==> src/rtl/term_tx_port.sv <==
// -----------------------------------------------------------------------------
// term_tx_port
//   Terminal transmit port of a mesh NoC node. The local device pushes packets
//   (destination row/column, routing mode, payload) into a small show-ahead
//   FIFO. The head packet is presented to the router, which consumes it with
//   popin. Pushes with an illegal destination or into a full FIFO are dropped
//   and reported through sticky flags.
//
// Ports
//   clk, reset          : clock, asynchronous active-high reset
//   push                : enqueue request (dst_row, dst_col, mode, payload)
//   full                : FIFO holds fifo_depth packets
//   data_out_i_in       : head packet toward router (all-zero when empty)
//   pndng_i_in          : head packet valid
//   popin               : router consumed the head packet
//   ovf                 : sticky, a legal push was dropped because full
//   bad_dst             : sticky, a push was dropped for illegal destination
//   tx_cnt              : packets consumed by the router, wraps at 16 bits
//
// Packet layout (MSB first):
//   [8'h00 next-jump][dst_row:4][dst_col:4][mode:1][payload:pckg_sz-17]
// -----------------------------------------------------------------------------
module term_tx_port #(
    parameter int pckg_sz    = 40,
    parameter int fifo_depth = 4,
    parameter int ROWS       = 4,
    parameter int COLUMS     = 4
) (
    input  logic               clk,
    input  logic               reset,
    input  logic               push,
    input  logic [3:0]         dst_row,
    input  logic [3:0]         dst_col,
    input  logic               mode,
    input  logic [pckg_sz-18:0] payload,
    output logic               full,
    output logic [pckg_sz-1:0] data_out_i_in,
    output logic               pndng_i_in,
    input  logic               popin,
    output logic               ovf,
    output logic               bad_dst,
    output logic [15:0]        tx_cnt
);

    localparam int AW = (fifo_depth > 1) ? $clog2(fifo_depth) : 1;
    localparam int CW = AW + 1;
    localparam logic [CW-1:0] DEPTH    = CW'(fifo_depth);
    localparam logic [31:0]   ROWS_MAX = 32'(ROWS);
    localparam logic [31:0]   COLS_MAX = 32'(COLUMS);

    // Storage and control state
    logic [pckg_sz-1:0] mem_q [fifo_depth];
    logic [pckg_sz-1:0] mem_d [fifo_depth];
    logic [AW-1:0]      wr_ptr_q, wr_ptr_d;
    logic [AW-1:0]      rd_ptr_q, rd_ptr_d;
    logic [CW-1:0]      count_q, count_d;
    logic               pndng_q, pndng_d;
    logic               full_q, full_d;
    logic               ovf_q, ovf_d;
    logic               bad_dst_q, bad_dst_d;
    logic [15:0]        tx_cnt_q, tx_cnt_d;

    logic               dst_ok;
    logic               pop_acc;
    logic               push_acc;
    logic [pckg_sz-1:0] pkt;
    logic [31:0]        row_w, col_w;

    always_comb begin
        row_w  = {28'd0, dst_row};
        col_w  = {28'd0, dst_col};
        dst_ok = (row_w >= 32'd1) && (row_w <= ROWS_MAX) &&
                 (col_w >= 32'd1) && (col_w <= COLS_MAX);

        // popin on an empty FIFO is simply ignored.
        pop_acc  = popin & pndng_q;
        // A pop in the same edge frees the slot, so a full FIFO can still
        // accept a push when the router drains it simultaneously.
        push_acc = push & dst_ok & (~full_q | pop_acc);

        pkt = {8'h00, dst_row, dst_col, mode, payload};

        mem_d     = mem_q;
        wr_ptr_d  = wr_ptr_q;
        rd_ptr_d  = rd_ptr_q;
        tx_cnt_d  = tx_cnt_q;
        ovf_d     = ovf_q;
        bad_dst_d = bad_dst_q;

        if (push_acc) begin
            mem_d[wr_ptr_q] = pkt;
            wr_ptr_d        = wr_ptr_q + AW'(1);
        end
        if (pop_acc) begin
            rd_ptr_d = rd_ptr_q + AW'(1);
            tx_cnt_d = tx_cnt_q + 16'd1;
        end

        count_d = count_q + {{(CW-1){1'b0}}, push_acc} - {{(CW-1){1'b0}}, pop_acc};

        // Destination check wins over the full check: an illegal push while
        // full flags bad_dst only.
        if (push && !dst_ok)
            bad_dst_d = 1'b1;
        if (push && dst_ok && full_q && !pop_acc)
            ovf_d = 1'b1;

        // Status flags are registered from the next count so that neither
        // depends combinationally on push or popin.
        pndng_d = (count_d != '0);
        full_d  = (count_d == DEPTH);
    end

    always_ff @(posedge clk or posedge reset) begin
        if (reset) begin
            mem_q     <= '{default: '0};
            wr_ptr_q  <= '0;
            rd_ptr_q  <= '0;
            count_q   <= '0;
            pndng_q   <= 1'b0;
            full_q    <= 1'b0;
            ovf_q     <= 1'b0;
            bad_dst_q <= 1'b0;
            tx_cnt_q  <= '0;
        end else begin
            mem_q     <= mem_d;
            wr_ptr_q  <= wr_ptr_d;
            rd_ptr_q  <= rd_ptr_d;
            count_q   <= count_d;
            pndng_q   <= pndng_d;
            full_q    <= full_d;
            ovf_q     <= ovf_d;
            bad_dst_q <= bad_dst_d;
            tx_cnt_q  <= tx_cnt_d;
        end
    end

    // Show-ahead head; masked so the bus reads zero whenever nothing is pending.
    assign data_out_i_in = pndng_q ? mem_q[rd_ptr_q] : '0;
    assign pndng_i_in    = pndng_q;
    assign full          = full_q;
    assign ovf           = ovf_q;
    assign bad_dst       = bad_dst_q;
    assign tx_cnt        = tx_cnt_q;

endmodule

==> config.mk <==
export PLATFORM = sky130hd
export DESIGN_NAME = term_tx_port
export DESIGN_NICKNAME = d
export VERILOG_FILES = /design/src/rtl/term_tx_port.sv
export SDC_FILE = /design/constraint.sdc
export NUM_CORES = 1
export LEC_CHECK = 0
export ABC_AREA = 1
export CORE_UTILIZATION = 35
export DETAILED_ROUTE_END_ITERATION = 10
export GPL_ROUTABILITY_DRIVEN = 0
export SETUP_SLACK_MARGIN = 0.05
export SLEW_MARGIN = 20
export SYNTH_ARGS = -nofsm -noshare
export SYNTH_HDL_FRONTEND = slang
export SYNTH_SLANG_ARGS = --single-unit
==> constraint.sdc <==
create_clock -name clk -period 6.5 [get_ports clk]
set_clock_uncertainty 0.15 [all_clocks]
set_input_delay 1.625 -clock clk [delete_from_list [all_inputs] [get_ports clk]]
set_output_delay 1.625 -clock clk [all_outputs]
set_load 0.02 [all_outputs]
==> impl_metrics.env, run 1 <==
export IMPL_sw_ratio_pct=38.8
export IMPL_outcome="finished, final reports clean"
export IMPL_final_cell_area_mm2=0.00928
export IMPL_core_region_area_mm2=0.0212
export IMPL_pwr_density_cell_mw_per_mm2=448
export IMPL_tritoncts="done"
export IMPL_most_area_consuming_cells_after_synthesis="sky130_fd_sc_hd__dfrtp_1, sky130_fd_sc_hd__nand2_1, sky130_fd_sc_hd__nand4_1, sky130_fd_sc_hd__nor2_1, sky130_fd_sc_hd__o21ai_0"
export IMPL_internal_power_mw=2.54
export IMPL_synthCells=968
export IMPL_core_rowCount=53
export IMPL_die_height_um=150
export IMPL_grt_setup_unrepaired="no"
export IMPL_cts_hold_repair_buffers=0
export IMPL_antenna_violations_before_repair=0
export IMPL_post_synth_top_area_cell="sky130_fd_sc_hd__dfrtp_1"
export IMPL_drt_antenna_violating_nets=0
export IMPL_ys_types=20
export IMPL_max_freq_mhz=213
export IMPL_first_iter_violations=438
export IMPL_worst_setup_path_end_kind="output port"
export IMPL_synth_top_family_by_area="simple AND/OR/NAND/NOR gates"
export IMPL_timing_worst_setup_path_type="flop to output port"
export IMPL_cts_root_buffer_cell="sky130_fd_sc_hd__clkbuf_16"
export IMPL_clk_latency_ps=430
export IMPL_tns_ps=0
export IMPL_vias_in_the_first_global_route=6540
export IMPL_vdd_ir_drop_worst_mv=0.191
export IMPL_critical_path_peak_fanout=34
export IMPL_cts_htree_levels=4
export IMPL_wire_per_inst_um=16.8
export IMPL_chipWidth_um=150
export IMPL_design_die_area_mm2=0.0224
export IMPL_synth_most_common_cell="sky130_fd_sc_hd__nand2_1"
export IMPL_synthMuxAreaShare_pct=0
export IMPL_post_cts_repair_setup_buffers=0
export IMPL_power_mw=4.16
export IMPL_ys_top_cells_by_count="sky130_fd_sc_hd__nand2_1, sky130_fd_sc_hd__dfrtp_1, sky130_fd_sc_hd__nor2_1"
export IMPL_yosysWarningCount=0
export IMPL_finalHoldViolations=0
export IMPL_power_static_leakage_nw=4.65
export IMPL_grt_util_all_layers_pct=20.6
export IMPL_max_clock_path_buffers=2
export IMPL_layout_area_overhead_vs_synth_pct=21.9
export IMPL_initial_core_util_pct=36.0
export IMPL_synth_flop_cell="sky130_fd_sc_hd__dfrtp_1"
export IMPL_firstDrtPassIters=5
export IMPL_clkSlewWorstSetupHoldPaths_ps=60
export IMPL_synth_compound_area_share_pct=6.77
export IMPL_via_to_cell_ratio=5.22
export IMPL_grt_remaining_overflow=0
export IMPL_power_frac_clock_pct=25.9
export IMPL_switching_power_mw=1.61
export IMPL_seqPwrFrac_pct=33.6
export IMPL_synth_fa_ha_area_share_pct=1.41
export IMPL_post_synth_xor_area_fraction_pct=1.84
export IMPL_boundaryPins=96
export IMPL_number_of_enable_type_register_cells_in_the_synthesized_netlist=0
export IMPL_area_post_placement_mm2=0.00866
export IMPL_final_max_slew_violation_count=0
export IMPL_route_final_wire_length_mm=21.9
export IMPL_hpwl_mm=12.5
export IMPL_yosysTopAreaCellShare_pct=50.9
export IMPL_crit_arrival_ps=2920
export IMPL_hold_crit_class="flop to flop"
export IMPL_synth_async_reset_ratio_pct=100
export IMPL_post_synth_cell_area_avg_um2=7.87
export IMPL_ffs_latches_synth=155
export IMPL_layout_filler_cells=2062
export IMPL_design_final_nets=1062
export IMPL_sequential_cell_area_fraction_in_the_yosys_report_pct=50.9
export IMPL_final_period_minus_worst_setup_slack_ps=4700
export IMPL_timing_max_slew_rel_slack_pct=26.1
export IMPL_clock_sinks=155
export IMPL_post_route_cells_drive_above_1_share_pct=5.34
export IMPL_layout_core_utilization_pct=43.9
export IMPL_kind_of_launch_point_of_the_worst_setup_path="flop"
export IMPL_synth_simple_gate_area_share_pct=32.3
export IMPL_mappedNetlistArea_mm2=0.00762
export IMPL_antenna_cells=0
export IMPL_critPathRequiredTime_ps=4720
export IMPL_grt_max_degree=106
export IMPL_buffers_on_ports=87
export IMPL_numCtsBuffers=17
export IMPL_drc_errors=0
export IMPL_power_frac_comb_pct=40.4
export IMPL_grt_pass1_wl_mm=35.6
export IMPL_fin_ws_ps=1800
export IMPL_final_setup_viol_count=0
export IMPL_final_cycle_share_pct=72.3
export IMPL_worst_slack_placed_ps=2030
export IMPL_max_cap_violations=0
export IMPL_tightestPinTransition_ps=1110
export IMPL_cts_resized_gates=0
export IMPL_detailroute_via_count=6811
area by class of cell:
cell class / instances / area, um^2 / share of cell area [%]
clock buffers: 17 / 425 / 4.58
clock inverters: 14 / 203 / 2.18
inverters: 36 / 140 / 1.51
multi-input cells: 701 / 3270 / 35.2
flip-flops and latches: 155 / 3880 / 41.8
well taps: 275 / 344 / 3.71
repair buffers: 107 / 1020 / 11.0
per-stage QoR:
step / instances / hold WS (ps)
finish: 1305 / 312
global route: 1305 / 334
CTS: 1305 / 313
detailed placement: 1274 / 297
global placement: 1274 / 295
floorplan: 975 / 281
power by group through the flow:
stage                     logic, mW  clock network, mW  registers, mW
final                          1.68               1.08           1.40
after global routing           1.87               1.13           1.43
after CTS                      1.70               1.09           1.40
after detailed placement       1.69                  0           1.41
after global placement         1.68                  0           1.41
after floorplan                1.04                  0           1.41
worst max-delay path: stages, from the launching register on:
cell and delay, ps:
sky130_fd_sc_hd__dfrtp_1 320, sky130_fd_sc_hd__buf_4 390, sky130_fd_sc_hd__inv_1 300, sky130_fd_sc_hd__buf_4 330, sky130_fd_sc_hd__nor2_1 130, sky130_fd_sc_hd__o21ai_0 80
sky130_fd_sc_hd__a21oi_1 260, sky130_fd_sc_hd__clkdlybuf4s50_1 660
layer usage:
metal | routed length [um] | GRT usage, % | share of wire [%]
met4 | 198 | 5.00 | 0.91
met1 | 10300 | 29.1 | 47
met3 | 1110 | 3.66 | 5.1
met2 | 10200 | 32.6 | 47
met5 | 0 | 0 | 0
state kept, by name (all words and copies together) (netlist names):
signal and count:
ovf 1, mem_q 128, full 1, wr_ptr_q 2, rd_ptr_q 2, count_q 3, bad_dst 1, tx_cnt 16
pndng_i_in 1
cell families (layout without fill, tap and decap cells):
| logic type | after synthesis | after routing |
|---|---|---|
| AOI/OAI and AO/OA | 102 | 102 |
| xor gates and xnor gates | 16 | 16 |
| adders and majority gates | 8 | 8 |
| buffers and inverters | 119 | 174 |
| DFF | 155 | 155 |
| other | 1 | 8 |
| and+or+nand+nor | 567 | 567 |
worst paths after layout:
check                                    end  depth (start not counted)        start  slack [ps]
setup / recovery           data_out_i_in[18]                          7  rd_ptr_q[1]        1800
hold / removal                     mem_q[27]                          2    mem_q[27]         310
setup reg to reg                  pndng_i_in                         11   pndng_i_in        3760
hold reg to reg                    mem_q[27]                          2    mem_q[27]         310
max in group asynchronous        rd_ptr_q[0]                          3        reset        3530
min in group asynchronous           mem_q[3]                          2        reset        1600
cells in the final DEF, fill, tap and decap left out, drive strengths merged:
| cell type | instances |
|---|---|
| o21ai | 68 |
| inv | 36 |
| buf | 20 |
| bufinv | 5 |
| clkinv | 6 |
| dfrtp | 155 |
| nand2 | 282 |
| clkdlybuf4s50 | 87 |
| fa | 1 |
| clkinvlp | 3 |
| xnor2 | 5 |
| nand4 | 126 |
| conb | 8 |
| nand3 | 9 |
| clkbuf | 17 |
| xor2 | 11 |
| a21oi | 32 |
| nor2 | 147 |
| nor3 | 3 |
| o21bai | 2 |
| ha | 7 |
Power figures use the tool's default switching activity.
==> inputs of run 2 (changes only) <==
- clock period: 6.5 -> 4.6 ns (I/O delays scaled with it)
==> impl_metrics.env, run 2 (synthesis gave the netlist of run 1 again) <==
export IMPL_core_region_area_mm2=0.0212
export IMPL_max_cap_violations=0
export IMPL_antenna_cells=0
export IMPL_timing_max_slew_rel_slack_pct=49.8
export IMPL_critPathTopFamily="buffers and inverters"
export IMPL_post_cts_repair_setup_buffers=0
export IMPL_final_max_slew_violation_count=0
export IMPL_max_freq_mhz=246
export IMPL_vdd_ir_drop_worst_mv=0.233
export IMPL_design_final_nets=1068
export IMPL_grt_max_degree=75
export IMPL_antenna_violations_before_repair=0
export IMPL_kind_of_launch_point_of_the_worst_setup_path="flop"
export IMPL_cpMaxStageDelayCell="sky130_fd_sc_hd__dfrtp_1"
export IMPL_chipWidth_um=150
export IMPL_path_buf_inv=3
export IMPL_via_to_cell_ratio=5.23
export IMPL_critPathRequiredTime_ps=3300
export IMPL_final_setup_viol_count=0
export IMPL_final_cycle_share_pct=88.4
export IMPL_worst_slack_placed_ps=644
export IMPL_slowest_delay_ps=660
export IMPL_numCtsBuffers=17
export IMPL_clkSlewWorstSetupHoldPaths_ps=70
export IMPL_timing_worst_setup_path_type="flop to output port"
export IMPL_grt_remaining_overflow=0
export IMPL_drc_errors=0
export IMPL_buffers_on_ports=87
export IMPL_final_period_minus_worst_setup_slack_ps=4060
export IMPL_cts_hold_repair_buffers=0
export IMPL_die_height_um=150
export IMPL_core_rowCount=53
export IMPL_finalHoldViolations=0
export IMPL_grt_setup_unrepaired="no"
export IMPL_outcome="finished, final reports clean"
export IMPL_tns_ps=0
export IMPL_mostFrequentLayoutCells="sky130_fd_sc_hd__nand2_1, sky130_fd_sc_hd__dfrtp_1, sky130_fd_sc_hd__nor2_1"
export IMPL_cts_resized_gates=0
export IMPL_vias_in_the_first_global_route=6753
export IMPL_design_die_area_mm2=0.0224
export IMPL_post_route_cells_drive_above_1_share_pct=5.98
export IMPL_boundaryPins=96
export IMPL_drt_antenna_violating_nets=0
export IMPL_max_clock_path_buffers=2
export IMPL_crit_arrival_ps=2760
export IMPL_grt_util_all_layers_pct=20.9
export IMPL_hold_crit_class="flop to flop"
export IMPL_layout_filler_cells=2106
export IMPL_clock_sinks=155
export IMPL_clk_latency_ps=420
export IMPL_cts_root_buffer_cell="sky130_fd_sc_hd__clkbuf_16"
export IMPL_critical_path_peak_fanout=29
export IMPL_wire_per_inst_um=16.7
export IMPL_hpwl_mm=12.9
export IMPL_worst_setup_path_end_kind="output port"
export IMPL_final_common_cell="sky130_fd_sc_hd__nand2_1"
export IMPL_firstDrtPassIters=5
export IMPL_grt_pass1_wl_mm=36.2
export IMPL_regMostFlops="mem_q"
export IMPL_power_static_leakage_nw=4.69
export IMPL_fin_ws_ps=536
export IMPL_first_iter_violations=509
export IMPL_initial_core_util_pct=36.0
export IMPL_cp_cell_sequence="inv_1, buf_4, nor2_1, o21ai_0, a21oi_1, clkdlybuf4s50_1"
export IMPL_detailroute_via_count=6857
export IMPL_layout_area_overhead_vs_synth_pct=22.8
export IMPL_tightestPinTransition_ps=753
export IMPL_largest_reg_flops=128
export IMPL_tritoncts="done"
export IMPL_route_final_wire_length_mm=22.0
export IMPL_pwr_density_cell_mw_per_mm2=632
export IMPL_cts_htree_levels=4
[run 2: cell count changes in the layout (fill, tap and decap cells not counted), sizes merged]
cell / previous run / this run
buf: 20 / 26
clkbuf: 17 / 19
clkinv: 6 / 8
clkinvlp: 3 / 1
bufinv: 5 / 4
[run 2: cell type report]
cell class	count	area (um^2)	share of cell area, %
multi-input cells	701	3270	35.0
flip-flops and latches	155	3880	41.5
clock inverters	13	191	2.05
repair buffers	113	1080	11.5
inverters	36	139	1.48
well taps	275	344	3.68
clock buffers	19	453	4.84
[run 2: metal layers]
layer	track usage [%]	share of wire (%)	up-vias
li1	-	-	3289
met1	29.2	47	3349
met2	33.2	47	194
met3	2.90	5.1	25
met4	6.58	1.3	0
met5	0	0	-
[run 2: path summary, 6_finish.rpt]
| check | from | end | slack (ps) | depth (start not counted) |
|---|---|---|---|---|
| max | rd_ptr_q[1] | data_out_i_in[19] | 540 | 6 |
| min | mem_q[111] | mem_q[111] | 310 | 2 |
| max reg2reg | pndng_i_in | pndng_i_in | 2120 | 10 |
| min reg2reg | mem_q[111] | mem_q[111] | 310 | 2 |
| max in group asynchronous | reset | mem_q[50] | 2420 | 3 |
| min in group asynchronous | reset | tx_cnt[5] | 960 | 2 |
[run 2: stage by stage]
stage          hold slack, ps  util [%]  std cells  cell area [um^2]  power, mW
5_1_grt                   338      44.2       1312              9360       6.30
3_5_place_dp              299      41.2       1280              8710       4.41
4_1_cts                   315      44.2       1312              9360       5.95
3_3_place_gp              293      41.2       1280              8710       4.38
2_1_floorplan             281         -        975              7650       3.45
6_report                  310      44.2       1312              9360       5.91
[run 2: report_power, final]
| group | total (mW) | internal [mW] | switching [mW] |
|---|---|---|---|
| registers | 2.00 | 1.75 | 0.245 |
| clock network | 1.53 | 0.942 | 0.584 |
| logic | 2.39 | 0.897 | 1.49 |
[run 2: worst register-to-register path: stages, from the launching register on]
cell and delay, ps:
sky130_fd_sc_hd__dfrtp_1 410, sky130_fd_sc_hd__nand2_1 250, sky130_fd_sc_hd__inv_1 180, sky130_fd_sc_hd__ha_1 320, sky130_fd_sc_hd__inv_1 50, sky130_fd_sc_hd__ha_1 130, sky130_fd_sc_hd__inv_1 50, sky130_fd_sc_hd__fa_1 370
sky130_fd_sc_hd__xor2_1 160, sky130_fd_sc_hd__xnor2_1 220, sky130_fd_sc_hd__nand2_1 80
